## config.mk

```make
export PLATFORM = sky130hd
export DESIGN_NAME = audio_voice_scheduler
export DESIGN_NICKNAME = d
export VERILOG_FILES = /design/src/rtl/audio_sched_pkg.sv /design/src/rtl/lrck_edge_detect.sv /design/src/rtl/audio_voice_scheduler.sv
export SDC_FILE = /design/constraint.sdc
export NUM_CORES = 1
export LEC_CHECK = 0
export ABC_AREA = 0
export BUFFER_PORTS_ARGS = -buffer_cell sky130_fd_sc_hd__buf_2
export CAP_MARGIN = 20
export CORE_ASPECT_RATIO = 1.5
export CORE_UTILIZATION = 50
export DETAILED_ROUTE_END_ITERATION = 7
export PLACE_DENSITY = 0.79
export SLEW_MARGIN = 20
export SYNTH_ARGS = -nofsm -noshare
export SYNTH_HDL_FRONTEND = slang
export SYNTH_SLANG_ARGS = --single-unit
export TNS_END_PERCENT = 5
```

## constraint.sdc

```tcl
create_clock -name iCLK_18_4 -period 7.4 [get_ports iCLK_18_4]
set_clock_uncertainty 0.1 [all_clocks]
set_input_delay 1.11 -clock iCLK_18_4 [delete_from_list [all_inputs] [get_ports iCLK_18_4]]
set_output_delay 1.11 -clock iCLK_18_4 [all_outputs]
set_load 0.01 [all_outputs]
```

## src/rtl/audio_sched_pkg.sv

```systemverilog
// ---------------------------------------------------------------------------
// audio_sched_pkg
// Shared types and helpers for the audio voice scheduler.
//   state_t      : scheduler FSM states (IDLE, SCAN, REQ, COMMIT)
//   calc_idx_w   : voice index width for a given voice count (minimum 1)
//   calc_acc_w   : accumulator width that can hold the sum of all voices
//   IDX_W, ACC_W : the above evaluated for the default 16-bit / 8-voice build
//   sat_to_dw    : clamp a 32-bit signed value into a dw-bit signed range
// ---------------------------------------------------------------------------
package audio_sched_pkg;

    typedef enum logic [1:0] {
        IDLE   = 2'd0,
        SCAN   = 2'd1,
        REQ    = 2'd2,
        COMMIT = 2'd3
    } state_t;

    localparam int DEF_DATA_WIDTH = 16;
    localparam int DEF_NUM_VOICES = 8;

    function automatic int calc_idx_w(input int num_voices);
        return (num_voices < 2) ? 1 : $clog2(num_voices);
    endfunction

    // One sign bit plus enough headroom for every voice at full scale,
    // so the running sum can never wrap.
    function automatic int calc_acc_w(input int data_width, input int num_voices);
        return data_width + $clog2(num_voices) + 1;
    endfunction

    localparam int IDX_W = calc_idx_w(DEF_NUM_VOICES);
    localparam int ACC_W = calc_acc_w(DEF_DATA_WIDTH, DEF_NUM_VOICES);

    // Callers truncate the result to dw bits; the clamp guarantees the
    // discarded upper bits are pure sign extension.
    function automatic logic signed [31:0] sat_to_dw(input logic signed [31:0] value,
                                                     input int                 dw);
        logic signed [31:0] hi;
        logic signed [31:0] lo;
        hi = (32'sd1 <<< (dw - 1)) - 32'sd1;
        lo = -hi - 32'sd1;
        if (value > hi) begin
            return hi;
        end else if (value < lo) begin
            return lo;
        end
        return value;
    endfunction

endpackage

```

## src/rtl/lrck_edge_detect.sv

```systemverilog
// ---------------------------------------------------------------------------
// lrck_edge_detect
// Registers the codec LR clock once and produces a one-cycle pulse the cycle
// after a falling edge of iLRCK is seen. iLRCK is generated in the iCLK_18_4
// domain, so no synchronizer is needed.
// Ports:
//   iCLK_18_4 in  system clock
//   iRST      in  synchronous reset, active-high
//   iLRCK     in  codec LR clock
//   oFALL     out one-cycle pulse, registered, following an iLRCK 1->0 edge
// ---------------------------------------------------------------------------
module lrck_edge_detect (
    input  logic iCLK_18_4,
    input  logic iRST,
    input  logic iLRCK,
    output logic oFALL
);

    logic lrck_q;

    // lrck_q resets low so a line that is high out of reset is not taken
    // for a falling edge.
    always_ff @(posedge iCLK_18_4) begin
        if (iRST) begin
            lrck_q <= 1'b0;
            oFALL  <= 1'b0;
        end else begin
            lrck_q <= iLRCK;
            oFALL  <= lrck_q & ~iLRCK;
        end
    end

endmodule

```

## src/rtl/audio_voice_scheduler.sv

```systemverilog
// ---------------------------------------------------------------------------
// audio_voice_scheduler
// Once per audio frame (iLRCK falling edge) polls each enabled voice engine
// in index order, sums the returned samples, scales the sum by an arithmetic
// right shift and saturates it into the L/R output words. The codec
// serializer picks the words up on the following frame edge.
//
// Optional feature, macro AUDIO_SCHED_PAN_EN:
//   defined   : adds iVOICE_PAN; each voice goes to L (pan=0) or R (pan=1),
//               and the two channels are saturated independently.
//   undefined : single mono accumulator, oAUD_L == oAUD_R.
//
// Voice handshake: oVOICE_REQ rises with oVOICE_IDX naming the voice and both
// hold steady until the first cycle iVOICE_ACK is high while oVOICE_REQ is
// high; iVOICE_SAMPLE is captured on that cycle and oVOICE_REQ drops on the
// next one. iVOICE_ACK seen while oVOICE_REQ is low is ignored. A voice that
// has not acked after TIMEOUT cycles of REQ is dropped and counts as 0.
//
// Ports:
//   iCLK_18_4      in  18.432 MHz system clock
//   iRST           in  synchronous reset, active-high
//   iLRCK          in  codec LR clock (iCLK_18_4 domain)
//   iVOICE_EN      in  per-voice enable mask, latched at frame start
//   iVOICE_PAN     in  per-voice pan, 1=right (AUDIO_SCHED_PAN_EN only)
//   oVOICE_REQ     out request to voice oVOICE_IDX
//   oVOICE_IDX     out voice being polled
//   iVOICE_ACK     in  voice sample valid
//   iVOICE_SAMPLE  in  signed voice sample
//   oAUD_L/oAUD_R  out signed mixed output words
//   oFRAME_DONE    out one-cycle pulse when oAUD_* update
//   oOVERRUN       out sticky: frame edge arrived during an active frame
//   oTIMEOUT       out sticky: at least one voice timed out
//   iCLR_STATUS    in  clears both sticky flags; a same-cycle set wins
//   oDBG_STATE     out current FSM state
//
// Worst-case frame length is NUM_VOICES*(TIMEOUT+2)+3 cycles and has to stay
// below 384 cycles (one 48 kHz frame at 18.432 MHz).
// ---------------------------------------------------------------------------
module audio_voice_scheduler
    import audio_sched_pkg::*;
#(
    parameter int DATA_WIDTH = 16,
    parameter int NUM_VOICES = 8,
    parameter int TIMEOUT    = 32,
    parameter int MIX_SHIFT  = 3
) (
    input  logic                                  iCLK_18_4,
    input  logic                                  iRST,
    input  logic                                  iLRCK,
    input  logic [NUM_VOICES-1:0]                 iVOICE_EN,
`ifdef AUDIO_SCHED_PAN_EN
    input  logic [NUM_VOICES-1:0]                 iVOICE_PAN,
`endif
    output logic                                  oVOICE_REQ,
    output logic [calc_idx_w(NUM_VOICES)-1:0]     oVOICE_IDX,
    input  logic                                  iVOICE_ACK,
    input  logic [DATA_WIDTH-1:0]                 iVOICE_SAMPLE,
    output logic [DATA_WIDTH-1:0]                 oAUD_L,
    output logic [DATA_WIDTH-1:0]                 oAUD_R,
    output logic                                  oFRAME_DONE,
    output logic                                  oOVERRUN,
    output logic                                  oTIMEOUT,
    input  logic                                  iCLR_STATUS,
    output state_t                                oDBG_STATE
);

    localparam int SUM_W = calc_acc_w(DATA_WIDTH, NUM_VOICES);
    localparam int CNT_W = $clog2(TIMEOUT);
    localparam logic [CNT_W-1:0] CNT_LAST = CNT_W'(TIMEOUT - 1);

    logic                    lrck_fall;
    state_t                  state;
    logic [NUM_VOICES-1:0]   pending;
    logic [CNT_W-1:0]        tcnt;
    logic signed [SUM_W-1:0] acc_l;
    logic signed [SUM_W-1:0] sample_ext;
    logic signed [31:0]      wide_l;
    logic [DATA_WIDTH-1:0]   mix_l;
`ifdef AUDIO_SCHED_PAN_EN
    logic [NUM_VOICES-1:0]   pan_lat;
    logic signed [SUM_W-1:0] acc_r;
    logic signed [31:0]      wide_r;
    logic [DATA_WIDTH-1:0]   mix_r;
`endif

    lrck_edge_detect u_lrck_edge (
        .iCLK_18_4 (iCLK_18_4),
        .iRST      (iRST),
        .iLRCK     (iLRCK),
        .oFALL     (lrck_fall)
    );

    assign oDBG_STATE = state;
    assign sample_ext = {{(SUM_W - DATA_WIDTH){iVOICE_SAMPLE[DATA_WIDTH-1]}}, iVOICE_SAMPLE};

    // Scale then clamp. The accumulator is sign-extended to 32 bits first so
    // the package helper can be shared by every width configuration.
    always_comb begin
        wide_l = {{(32 - SUM_W){acc_l[SUM_W-1]}}, acc_l};
        mix_l  = DATA_WIDTH'(sat_to_dw(wide_l >>> MIX_SHIFT, DATA_WIDTH));
`ifdef AUDIO_SCHED_PAN_EN
        wide_r = {{(32 - SUM_W){acc_r[SUM_W-1]}}, acc_r};
        mix_r  = DATA_WIDTH'(sat_to_dw(wide_r >>> MIX_SHIFT, DATA_WIDTH));
`endif
    end

    // pending holds the voices still to be polled this frame. Served voices
    // clear their bit, so SCAN can commit as soon as pending is empty instead
    // of walking the remaining disabled indices.
    always_ff @(posedge iCLK_18_4) begin
        if (iRST) begin
            state       <= IDLE;
            pending     <= '0;
            tcnt        <= '0;
            acc_l       <= '0;
`ifdef AUDIO_SCHED_PAN_EN
            pan_lat     <= '0;
            acc_r       <= '0;
`endif
            oVOICE_REQ  <= 1'b0;
            oVOICE_IDX  <= '0;
            oAUD_L      <= '0;
            oAUD_R      <= '0;
            oFRAME_DONE <= 1'b0;
            oOVERRUN    <= 1'b0;
            oTIMEOUT    <= 1'b0;
        end else begin
            oFRAME_DONE <= 1'b0;

            // Clear first; any set further down in this block overrides it.
            if (iCLR_STATUS) begin
                oOVERRUN <= 1'b0;
                oTIMEOUT <= 1'b0;
            end

            if (lrck_fall) begin
                // A new frame always restarts the scan. If the previous frame
                // was still running its partial sum is thrown away and the
                // output words keep the last committed mix.
                if (state != IDLE) begin
                    oOVERRUN <= 1'b1;
                end
                oVOICE_REQ <= 1'b0;
                oVOICE_IDX <= '0;
                pending    <= iVOICE_EN;
                tcnt       <= '0;
                acc_l      <= '0;
`ifdef AUDIO_SCHED_PAN_EN
                pan_lat    <= iVOICE_PAN;
                acc_r      <= '0;
`endif
                state      <= SCAN;
            end else begin
                case (state)
                    IDLE: begin
                        state <= IDLE;
                    end

                    SCAN: begin
                        if (pending == '0) begin
                            state <= COMMIT;
                        end else if (pending[oVOICE_IDX]) begin
                            oVOICE_REQ <= 1'b1;
                            tcnt       <= '0;
                            state      <= REQ;
                        end else begin
                            oVOICE_IDX <= oVOICE_IDX + 1'b1;
                        end
                    end

                    REQ: begin
                        if (iVOICE_ACK) begin
`ifdef AUDIO_SCHED_PAN_EN
                            if (pan_lat[oVOICE_IDX]) begin
                                acc_r <= acc_r + sample_ext;
                            end else begin
                                acc_l <= acc_l + sample_ext;
                            end
`else
                            acc_l <= acc_l + sample_ext;
`endif
                            oVOICE_REQ          <= 1'b0;
                            pending[oVOICE_IDX] <= 1'b0;
                            oVOICE_IDX          <= oVOICE_IDX + 1'b1;
                            state               <= SCAN;
                        end else if (tcnt == CNT_LAST) begin
                            // REQ has now been high for TIMEOUT cycles.
                            oVOICE_REQ          <= 1'b0;
                            oTIMEOUT            <= 1'b1;
                            pending[oVOICE_IDX] <= 1'b0;
                            oVOICE_IDX          <= oVOICE_IDX + 1'b1;
                            state               <= SCAN;
                        end else begin
                            tcnt <= tcnt + 1'b1;
                        end
                    end

                    COMMIT: begin
                        oAUD_L      <= mix_l;
`ifdef AUDIO_SCHED_PAN_EN
                        oAUD_R      <= mix_r;
`else
                        oAUD_R      <= mix_l;
`endif
                        oFRAME_DONE <= 1'b1;
                        state       <= IDLE;
                    end

                    default: begin
                        state <= IDLE;
                    end
                endcase
            end
        end
    end

endmodule

```

# After elaboration in Yosys (flattened, before gate mapping)
# Index checks and enable logic that the tools add are counted.
[totals] inputBits=29 wordCells=98 regBits=60
[classes] addsub=3 n_lt_le_gt_ge=4 bitwise=5 n_reduce_logical=17 n_eq_ne=13 mux=43
[ops] operator="16-bit two-way mux" n=3
[ops] operator="8-bit two-way mux" n=4
[ops] operator="20-bit by 16-bit adder with 20-bit output" n=1
[ops] operator="5-bit two-way mux" n=4
[ops] operator="1-bit two-way mux" n=18
[ops] operator="17-bit by 16-bit > comparator with 1-bit output (second input constant)" n=1
[ops] operator="17-bit by 16-bit less-than comparator with 1-bit output (second input constant)" n=1
[ops] operator="3-bit two-way mux" n=4
[ops] operator="2-bit != test (second input constant)" n=5
[ops] operator="5-bit case mux with 2 select lines" n=1
[ops] operator="2-bit AND reduction" n=5
[ops] operator="8-bit AND" n=1
[ops] operator="8-bit zero test" n=1
[ops] operator="2-bit two-way mux" n=4
[ops] operator="4-bit by 3-bit != test with 1-bit output (second input constant)" n=2
[ops] operator="8-bit NOT" n=1
[ops] operator="4-bit AND reduction" n=2
[ops] operator="3-bit != test (second input constant)" n=2
[ops] operator="2-bit case mux with 3 select lines" n=1
[ops] operator="3-bit case mux with 2 select lines" n=1
[ops] operator="2-bit nonzero test" n=3
[ops] operator="5-bit by 1-bit adder with 5-bit output (second input constant)" n=1
[ops] operator="5-bit == test (second input constant)" n=1
[ops] operator="5-bit AND reduction" n=1
[ops] operator="14 further kinds" n=17

# Logic depth before layout (Yosys ltp)
# Gate-level depths: netlist of the first run.
[logic_depth] word_depth=10 ltp_mapped=9 depth_no_buf=9

# Modules after synthesis
# From an unflattened synthesis of the first run, not the netlist that was laid out.
[hier_totals] hier_cells=466 hier_area_um2=3619.7
[by_module_without_submodules] module="audio_voice_scheduler" n_inst=1 cells_per_inst=462 seq_area_each_um2=1161.1 area_per_inst_um2=3560.9
[by_module_without_submodules] module="lrck_edge_detect" n_inst=1 cells_per_inst=4 seq_area_each_um2=40.0 area_per_inst_um2=58.8

# Worst setup path after synthesis of the first run
# Ideal clock, no wire load.
[synth_path] path_type="input to register" from="input port iVOICE_SAMPLE[0]" to="register acc_l[16]" setup_ps=117 path_stages=9 t_arrival_ps=2892 path_slack_ps=4290 cell_sequence="ha_1 -> inv_1 -> fa_1 -> and2b_4 -> o31a_2 -> o2111ai_2 -> a21oi_1 -> or3_1 -> a32o_1"
[synth_between] elab_chain_len=1
[synth_rtl] item="start, declared" line_no="audio_voice_scheduler.sv:57" rtl="input logic [DATA_WIDTH-1:0] iVOICE_SAMPLE,"
[synth_rtl] item="20-bit by 16-bit adder with 20-bit output" line_no="audio_voice_scheduler.sv:180" rtl="acc_l <= acc_l + sample_ext;"
[synth_rtl] item="end signal, assigned" line_no="audio_voice_scheduler.sv:180"
[synth_rtl] item="end, declared" line_no="audio_voice_scheduler.sv:75" rtl="logic signed [SUM_W-1:0] acc_l;"
# No other way between the ends.
# A chain may end at the register's enable or synchronous reset.

# Final worst setup path of the first run
# Ends and elaborated chain as after synthesis.

==> flow_summary.toml, run 1 <==
[outcome]
status = "finished, final reports clean"

[setup_path]
path_cells = "buf_2 > ha_1 > inv_1 > fa_1 > and2b_4 > o31a_2 > o2111ai_2 > a21oi_1 > or3_1 > a32o_1"
cp_slowest_cell = "o31a_2"
crit_path_end_kind = "flop"
worst_ep_arrival_time_ps = 3220
cp-start-kind = "input pin"
crit_required_ps = 7540
cp_max_fo = 5
max_stage_delay_ps = 340
crit_type = "in -> reg"

[cts]
worstSkewPairLatency_ps = 350
post_cts_buffers = 0
clock-root-buffer = "clkbuf_8"
hold_buffers = 0
cts.sinks = 60
ctsResizeCount = 0
numCtsBuffers = 9
clkTransAtPathRegs_ps = 70
htreeDepth = 3
cts_tree = "done"
cts.path.max_buffers = 2

[grt]
grt_usage_pct = 24.8
grt_pass1_wl_um = 14900
overflow = 0
grt_pass1_vias = 3264
grt_antenna_before_repair = 0
grt_start_max_net_pins = 32

[cells_and_area]
area_growth_syn_to_layout_pct = 11.7
drive_gt1_share_pct = 21.1
layout.nets = 545
n_fill_cell = 642
antenna_cells = 0
finalInstanceArea_um2 = 4050
fin_util_pct = 58.3

[sta]
fmax_ghz = 0.326
period_minus_slack_ps = 3070
tns_ps = 0
tightest_slew_ps = 838
hold_violations = 0
setup_viol = 0
finalCritPeriodShare_pct = 41.5
hold_slack_ps = 365
final_max_slew_viol_count = 0
rsz0062_at_grt = "no"
max-slew-margin-rel_pct = 44.1

[synthesis]
synth_top_family_by_area = "compound AO/OA/AOI/OAI gates"
yosys-top-cells-count = "60 x dfxtp_1, 55 x nor2_1, 50 x a21oi_1, 44 x nand2_1, 31 x o21ai_0"
syn_area_per_cell_um2 = 8.03
synth_compound_area_share_pct = 23.9
syn_area_um2 = 3620
synth_cells = 451
ys_seq_elements = 60
synth_edf_count = 0
yosys.area_share.adder_pct = 8.15
yosysUniqueCellTypes = 66
synth_xor_area_share_pct = 2.42
yosys-top-cells-area = "dfxtp_1 33%, ha_1 7.6%, a21oi_1 6.9%"
yosysTopAreaCellShare_pct = 33.2
postSynth.asyncResetShare_pct = 0
synth_top_cell_by_area = "dfxtp_1"
yosys.area_share.simple_pct = 21.6
synth_mux_area_share_pct = 3.59
syn_nets = 503
synth-main-ff-cell = "dfxtp_1"
yosysSeqAreaShare_pct = 33.2
yosys_warnings = 0
yosysMostFrequentCell = "dfxtp_1"

[detailed_routing]
vias = 3400
firstDrtPassIters = 4
wl_um = 8840
post_drt_wl_per_cell_um = 15.3
avgViaCountPerCell = 5.90
final_antenna_net_count = 0
drc = 0
drtIter0Drc = 151

[power_and_ir_drop]
peakVddDrop_mv = 0.135
cellPowerDensity_nw_per_um2 = 179
leakagePower_nw = 1.70
finalPower_uw = 722

[placed_design]
dp_hpwl_um = 6350
place_area_um2 = 3830
portBuffers = 69
place.gp.congestion = 0.912

[die]
die_area_um2 = 7600
initial_core_util_pct = 52.2
die_w_um = 71.5
row_count = 37
die_h_um = 106
pin_count = 70
core_um2 = 6940

[run]
maxCapViolCount = 0

[hold_path]
min_path_type = "reg -> reg"
registers in the layout, summed over array words and instances (netlist names):
| signal | count |
|---|---|
| acc_l | 20 |
| oAUD_R | 16 |
| oDBG_STATE | 2 |
| oFRAME_DONE | 1 |
| oOVERRUN | 1 |
| oTIMEOUT | 1 |
| oVOICE_IDX | 3 |
| oVOICE_REQ | 1 |
| pending | 8 |
| tcnt | 5 |
| u_lrck_edge.lrck_q | 1 |
| u_lrck_edge.oFALL | 1 |
layout by cell type (no fill, tap or decap), types with 3 or more instances in the layout:
cell and instances:
nor2b_1 5, a21oi_2 4, clkbuf_8 10, o21ai_1 3, o211ai_1 8, or3_1 3, nor2_1 54, nand3b_1 3
mux2i_1 4, o21a_1 4, o21ai_0 31, dfxtp_1 60, xor2_1 6, a31oi_1 3, nand2b_1 3, buf_2 69
nand4_1 4, o311ai_0 4, nor3_1 21, a21oi_1 50, ha_1 22, or4_1 4, a21o_1 3, nand3_1 10
inv_1 7, a211oi_1 6, xnor2_1 4, nand2_1 44
worst paths after layout:
| check | start | to | slack [ps] | depth (start not counted) |
|---|---|---|---|---|
| min | u_lrck_edge.lrck_q | u_lrck_edge.oFALL | 360 | 1 |
| max reg2reg | acc_l[18] | acc_l[19] | 4710 | 7 |
| max | iVOICE_SAMPLE[0] | acc_l[16] | 4330 | 10 |
| min reg2reg | u_lrck_edge.lrck_q | u_lrck_edge.oFALL | 360 | 1 |
final cells by class:
cell class | count | area, um^2 | share of cell area [%]
flip-flops and latches | 60 | 1200 | 29.7
well taps | 78 | 97.6 | 2.41
repair buffers | 70 | 357 | 8.82
inverters | 7 | 26.3 | 0.650
clock inverters | 6 | 63.8 | 1.58
clock buffers | 10 | 138 | 3.40
multi-input cells | 345 | 2160 | 53.4
metrics by stage:
| stage | cells | setup WS, ps |
|---|---|---|
| floorplan | 451 | 4290 |
| global placement | 559 | 4080 |
| detailed placement | 559 | 3990 |
| CTS | 575 | 4350 |
| global route | 576 | 4250 |
| finish | 576 | 4330 |
metal layers:
| metal | routed length (um) | share of wire (%) | global-route usage (%) | vias to the layer above |
|---|---|---|---|---|
| met4 | 346 | 3.9 | 13.4 | 0 |
| met2 | 4670 | 53 | 44.6 | 96 |
| met3 | 309 | 3.5 | 4.45 | 29 |
| li1 | - | - | - | 1696 |
| met5 | 0 | 0 | 0 | - |
| met1 | 3510 | 40 | 27.1 | 1579 |
kinds of logic after synthesis:
group	Yosys count
buffers and inverters	46
flip-flops	60
AO/OA/AOI/OAI	137
XOR/XNOR	10
multiplexers	9
adder cells (fa/ha/maj)	23
AND/OR/NAND/NOR	166
report_power, final:
group	total (mW)	switching, mW	internal (mW)
Sequential	0.338	0.00894	0.329
Combinational	0.0804	0.0479	0.0324
Clock	0.304	0.140	0.164
worst max-delay path: cells and delay by family:
family / cells / cell delay (ps)
buffers and inverters: 2 / 170
AO/OA/AOI/OAI: 4 / 1020
AND/OR/NAND/NOR: 2 / 520
adder cells (fa/ha/maj): 2 / 400
Note: power is estimated with default switching activity, not from simulation.
==> run 2, diff against run 1 <==
--- a/config.mk
+++ b/config.mk
@@ -11,7 +11,7 @@
 export CORE_ASPECT_RATIO = 1.5
 export CORE_UTILIZATION = 50
 export DETAILED_ROUTE_END_ITERATION = 7
-export PLACE_DENSITY = 0.79
+export PLACE_DENSITY = 0.82
 export SLEW_MARGIN = 20
 export SYNTH_ARGS = -nofsm -noshare
 export SYNTH_HDL_FRONTEND = slang
==> constraint.sdc (replaced) <==
create_clock -name iCLK_18_4 -period 2.7 [get_ports iCLK_18_4]
set_clock_uncertainty 0.1 [all_clocks]
set_input_delay 0.405 -clock iCLK_18_4 [delete_from_list [all_inputs] [get_ports iCLK_18_4]]
set_output_delay 0.405 -clock iCLK_18_4 [all_outputs]
set_load 0.01 [all_outputs]
==> flow_summary.toml, run 2 (same netlist as run 1, synthesis figures left out) <==
[die]
die_area_um2 = 7600
pin_count = 70
core_um2 = 6940
initial_core_util_pct = 52.2
die_h_um = 106
row_count = 37
die_w_um = 71.5

[placed_design]
dp_hpwl_um = 6600
dp_slack_ps = 54.9
portBuffers = 69
place.gp.congestion = 0.922
dpl.cell_count = 572

[grt]
grt_usage_pct = 25.5
overflow = 0
grt_antenna_before_repair = 0
grt_pass1_wl_um = 15200
grt_start_max_net_pins = 32
grt_pass1_vias = 3444

[power_and_ir_drop]
peakVddDrop_mv = 0.378
leakagePower_nw = 1.77
cellPowerDensity_nw_per_um2 = 496
p_sw_uw = 516
p_seq_share_pct = 45.0
swShare_pct = 25.1
p_int_mw = 1.54
pwr-share-clk_pct = 43.7
combPwrFrac_pct = 11.3

[setup_path]
r2r-start = "acc_l[0]"
max_stage_delay_ps = 340
rr_worst_depth = 9
cp-start-kind = "flop"
path_cells = "ha_1 > inv_1 > fa_1 > and2b_4 > o31a_2 > o2111ai_2 > a21boi_1 > or3_1 > a32o_1"
crit_type = "reg -> reg"
cp_max_fo = 4
worst_ep_arrival_time_ps = 2620
r2r_setup_slack_ps = 230
cpLargestDelayFamily = "compound AO/OA/AOI/OAI gates"
r2r_end = "acc_l[18]"
crit_path_end_kind = "flop"
crit_required_ps = 2840
cp.buffers_inverters = 1
cp_slowest_cell = "or3_1"

[cells_and_area]
drive_gt1_share_pct = 22.6
layout_common_cells = "69 x buf_2, 60 x dfxtp_1, 54 x nor2_1, 50 x a21oi_1, 44 x nand2_1"
area_growth_syn_to_layout_pct = 14.4
antenna_cells = 0
stdcell_count = 587
largest_reg_flops = 20
layout.nets = 557
final_common_cell = "buf_2"
largest-register = "acc_l"
reg_top3 = "acc_l (20), oAUD_R (16), pending (8)"

[sta]
fmax_ghz = 0.404
max-slew-margin-rel_pct = 48.3
setup_viol = 0
hold_slack_ps = 132
finalCritPeriodShare_pct = 91.6
rsz0062_at_grt = "no"
tns_ps = 0
tightest_slew_ps = 774
postLayoutSetupSlackWorst_ps = 227
final_max_slew_viol_count = 0
period_minus_slack_ps = 2470
hold_violations = 0

[hold_path]
min_from = "iLRCK"
min_path_cells = 2
worstHoldEndpoint = "u_lrck_edge.oFALL"
min_path_type = "in -> reg"

[cts]
cts.path.max_buffers = 2
clkTransAtPathRegs_ps = 70
post_cts_buffers = 0
cts_tree = "done"
numCtsBuffers = 9
cts.sinks = 60
clock-root-buffer = "clkbuf_8"
hold_buffers = 0
ctsResizeCount = 0
htreeDepth = 3
worstSkewPairLatency_ps = 350

[detailed_routing]
final_antenna_net_count = 0
vias = 3442
avgViaCountPerCell = 5.86
drc = 0
post_drt_wl_per_cell_um = 15.2
drtIter0Drc = 217
firstDrtPassIters = 4
wl_um = 8950

[run]
maxCapViolCount = 0

[outcome]
status = "finished, final reports clean"
-- run 2: metrics by stage --
stage	util (%)	cell area (um^2)	power, mW
floorplan	-	3620	1.10
global placement	56.6	3930	1.16
detailed placement	56.6	3930	1.17
CTS	59.7	4150	2.06
global route	59.7	4150	2.13
finish	59.7	4150	2.05
-- run 2: final cells by class --
cell class	count	area (um^2)
repair buffers	82	443
multi-input cells	345	2160
clock buffers	11	141
well taps	78	97.6
fillers	628	2800
flip-flops and latches	60	1200
inverters	7	26.3
clock inverters	4	73.8
-- run 2: per-layer routing --
metal / share of wire (%) / vias to the layer above / GRT usage, % / routed length, um
li1: - / 1722 / - / -
met1: 39 / 1574 / 26.7 / 3510
met2: 51 / 108 / 45.6 / 4600
met3: 4.0 / 38 / 3.32 / 354
met4: 5.5 / 0 / 19.0 / 490
met5: 0 / - / 0 / 0
-- run 2: worst max path at each step --
stage                           from   endpoint  depth (start not counted)  slack, ps
CTS                         acc_l[0]  acc_l[18]                          9        250
floorplan           iVOICE_SAMPLE[0]  acc_l[16]                          9        300
detailed placement  iVOICE_SAMPLE[0]  acc_l[18]                         10         50
finish                      acc_l[0]  acc_l[18]                          9        230
global route                acc_l[0]  acc_l[18]                          9        130
global placement    iVOICE_SAMPLE[0]  acc_l[16]                         10        110
-- run 2: worst reg2reg max path, stage by stage (launching register included) --
cell	delay (ps)
dfxtp_1	310
ha_1	210
inv_1	80
fa_1	170
and2b_4	190
o31a_2	310
o2111ai_2	290
a21boi_1	130
or3_1	340
a32o_1	260
-- run 2: power groups by stage --
stage / sequential (mW) / combinational (mW) / clock [mW]
detailed placement: 0.944 / 0.228 / 0
global placement: 0.943 / 0.220 / 0
CTS: 0.924 / 0.230 / 0.905
global route: 0.926 / 0.259 / 0.945
floorplan: 0.937 / 0.164 / 0
finish: 0.924 / 0.233 / 0.897
==> run 3, diff against run 2 <==
--- a/config.mk
+++ b/config.mk
@@ -11,6 +11,7 @@
 export CORE_ASPECT_RATIO = 1.5
 export CORE_UTILIZATION = 50
 export DETAILED_ROUTE_END_ITERATION = 7
+export MAX_ROUTING_LAYER = met4
 export PLACE_DENSITY = 0.82
 export SLEW_MARGIN = 20
 export SYNTH_ARGS = -nofsm -noshare
==> constraint.sdc (replaced) <==
create_clock -name iCLK_18_4 -period 2.7 [get_ports iCLK_18_4]
set_clock_uncertainty 0.1 [all_clocks]
set_input_delay 0.135 -clock iCLK_18_4 [delete_from_list [all_inputs] [get_ports iCLK_18_4]]
set_output_delay 0.135 -clock iCLK_18_4 [all_outputs]
set_load 0.01 [all_outputs]
==> flow_summary.toml, run 3 (same netlist as run 1, synthesis figures left out) <==
[outcome]
status = "finished, final reports clean"

[detailed_routing]
vias = 3523
avgViaCountPerCell = 5.95
wl_um = 9230
firstDrtPassIters = 4
final_antenna_net_count = 0
drtIter0Drc = 152
post_drt_wl_per_cell_um = 15.6
drc = 0

[die]
initial_core_util_pct = 52.2
core_um2 = 6940
pin_count = 70
die_area_um2 = 7600
row_count = 37
die_w_um = 71.5
die_h_um = 106

[cells_and_area]
area_growth_syn_to_layout_pct = 15.8
reg_top3 = "acc_l (20), oAUD_R (16), pending (8)"
finalInstanceArea_um2 = 4190
largest_reg_flops = 20
drive_gt1_share_pct = 21.6
layout.nets = 562
fin_util_pct = 60.4
stdcell_count = 592
final_common_cell = "buf_2"
largest-register = "acc_l"
antenna_cells = 0
layout_common_cells = "69 x buf_2, 60 x dfxtp_1, 54 x nor2_1, 50 x a21oi_1, 44 x nand2_1"

[placed_design]
dpl.cell_count = 567
place_area_um2 = 3890
portBuffers = 69
dp_slack_ps = 269
dp_hpwl_um = 6570
place.gp.congestion = 0.904

[power_and_ir_drop]
swShare_pct = 26.1
p_sw_uw = 520
cellPowerDensity_nw_per_um2 = 475
p_seq_share_pct = 46.4
finalPower_mw = 1.99
pwr-share-clk_pct = 41.6
combPwrFrac_pct = 12.0
leakagePower_nw = 1.79
peakVddDrop_mv = 0.508
p_int_mw = 1.47

[cts]
numCtsBuffers = 9
cts_tree = "done"
cts.path.max_buffers = 2
post_cts_buffers = 0
clkTransAtPathRegs_ps = 70
ctsResizeCount = 0
clock-root-buffer = "clkbuf_8"
cts.sinks = 60
htreeDepth = 3
worstSkewPairLatency_ps = 340
hold_buffers = 10

[run]
maxCapViolCount = 0

[grt]
grt_antenna_before_repair = 0
grt_usage_pct = 26.2
overflow = 0
grt_pass1_vias = 3367
grt_start_max_net_pins = 32
grt_pass1_wl_um = 15000

[setup_path]
cpLargestDelayFamily = "compound AO/OA/AOI/OAI gates"
max_stage_delay_ps = 330
worst_ep_arrival_time_ps = 2590
cp.buffers_inverters = 1
cp_max_fo = 5
crit_type = "reg -> reg"
cp_slowest_cell = "o31a_2"
cp-start-kind = "flop"
crit_path_end_kind = "flop"
path_cells = "ha_1 > inv_1 > fa_1 > and2b_4 > o31a_2 > o2111ai_2 > a21oi_1 > or3_1 > a32o_1"
crit_required_ps = 2840

[sta]
max-slew-margin-rel_pct = 50.6
hold_slack_ps = 61.1
tightest_slew_ps = 740
period_minus_slack_ps = 2450
hold_violations = 0
fmax_ghz = 0.407
final_max_slew_viol_count = 0
rsz0062_at_grt = "no"
finalCritPeriodShare_pct = 90.9
setup_viol = 0
tns_ps = 0
postLayoutSetupSlackWorst_ps = 245

[hold_path]
min_path_type = "in -> reg"
run 3: cell count changes in the layout (fill, tap and decap cells not counted), sizes merged:
cell / change
buf: -5
clkinv: +1
dlygate4sd3: +10
bufinv: -1
run 3: worst paths after layout:
kind | slack (ps) | cells past startpoint | endpoint | start
max | 250 | 9 | acc_l[16] | acc_l[0]
min | 60 | 3 | oTIMEOUT | iVOICE_ACK
max reg2reg | 250 | 9 | acc_l[16] | acc_l[0]
min reg2reg | 350 | 1 | u_lrck_edge.oFALL | u_lrck_edge.lrck_q
run 3: worst register-to-register path: cells and delay by family (launching register included):
kind | cells | cell delay (ps)
buffers and inverters | 1 | 70
AND/OR/NAND/NOR | 2 | 500
flip-flops | 1 | 310
AO/OA/AOI/OAI | 4 | 980
adder cells (fa/ha/maj) | 2 | 370
run 3: layout make-up:
class                           instances  area (um^2)
Sequential cell                        60         1200
Inverter                                7         26.3
Fill cell                             670         2750
Clock buffer                           11          151
Clock inverter                          4         48.8
Multi-Input combinational cell        345         2160
Tap cell                               78         97.6
Timing Repair Buffer                   87          505
run 3: power by group through the flow:
| stage | registers [mW] | clock network [mW] | logic (mW) |
|---|---|---|---|
| 3_5_place_dp | 0.944 | 0 | 0.225 |
| 4_1_cts | 0.924 | 0.849 | 0.238 |
| 3_3_place_gp | 0.943 | 0 | 0.221 |
| 6_report | 0.925 | 0.829 | 0.239 |
| 2_1_floorplan | 0.937 | 0 | 0.164 |
| 5_1_grt | 0.927 | 0.894 | 0.264 |
run 3: layer usage:
layer | track usage [%] | vias to the layer above | routed length, um
li1 | - | 1734 | -
met1 | 25.3 | 1652 | 3460
met2 | 47.4 | 107 | 4960
met3 | 5.88 | 30 | 351
met4 | 14.7 | 0 | 461
met5 | - | - | 0
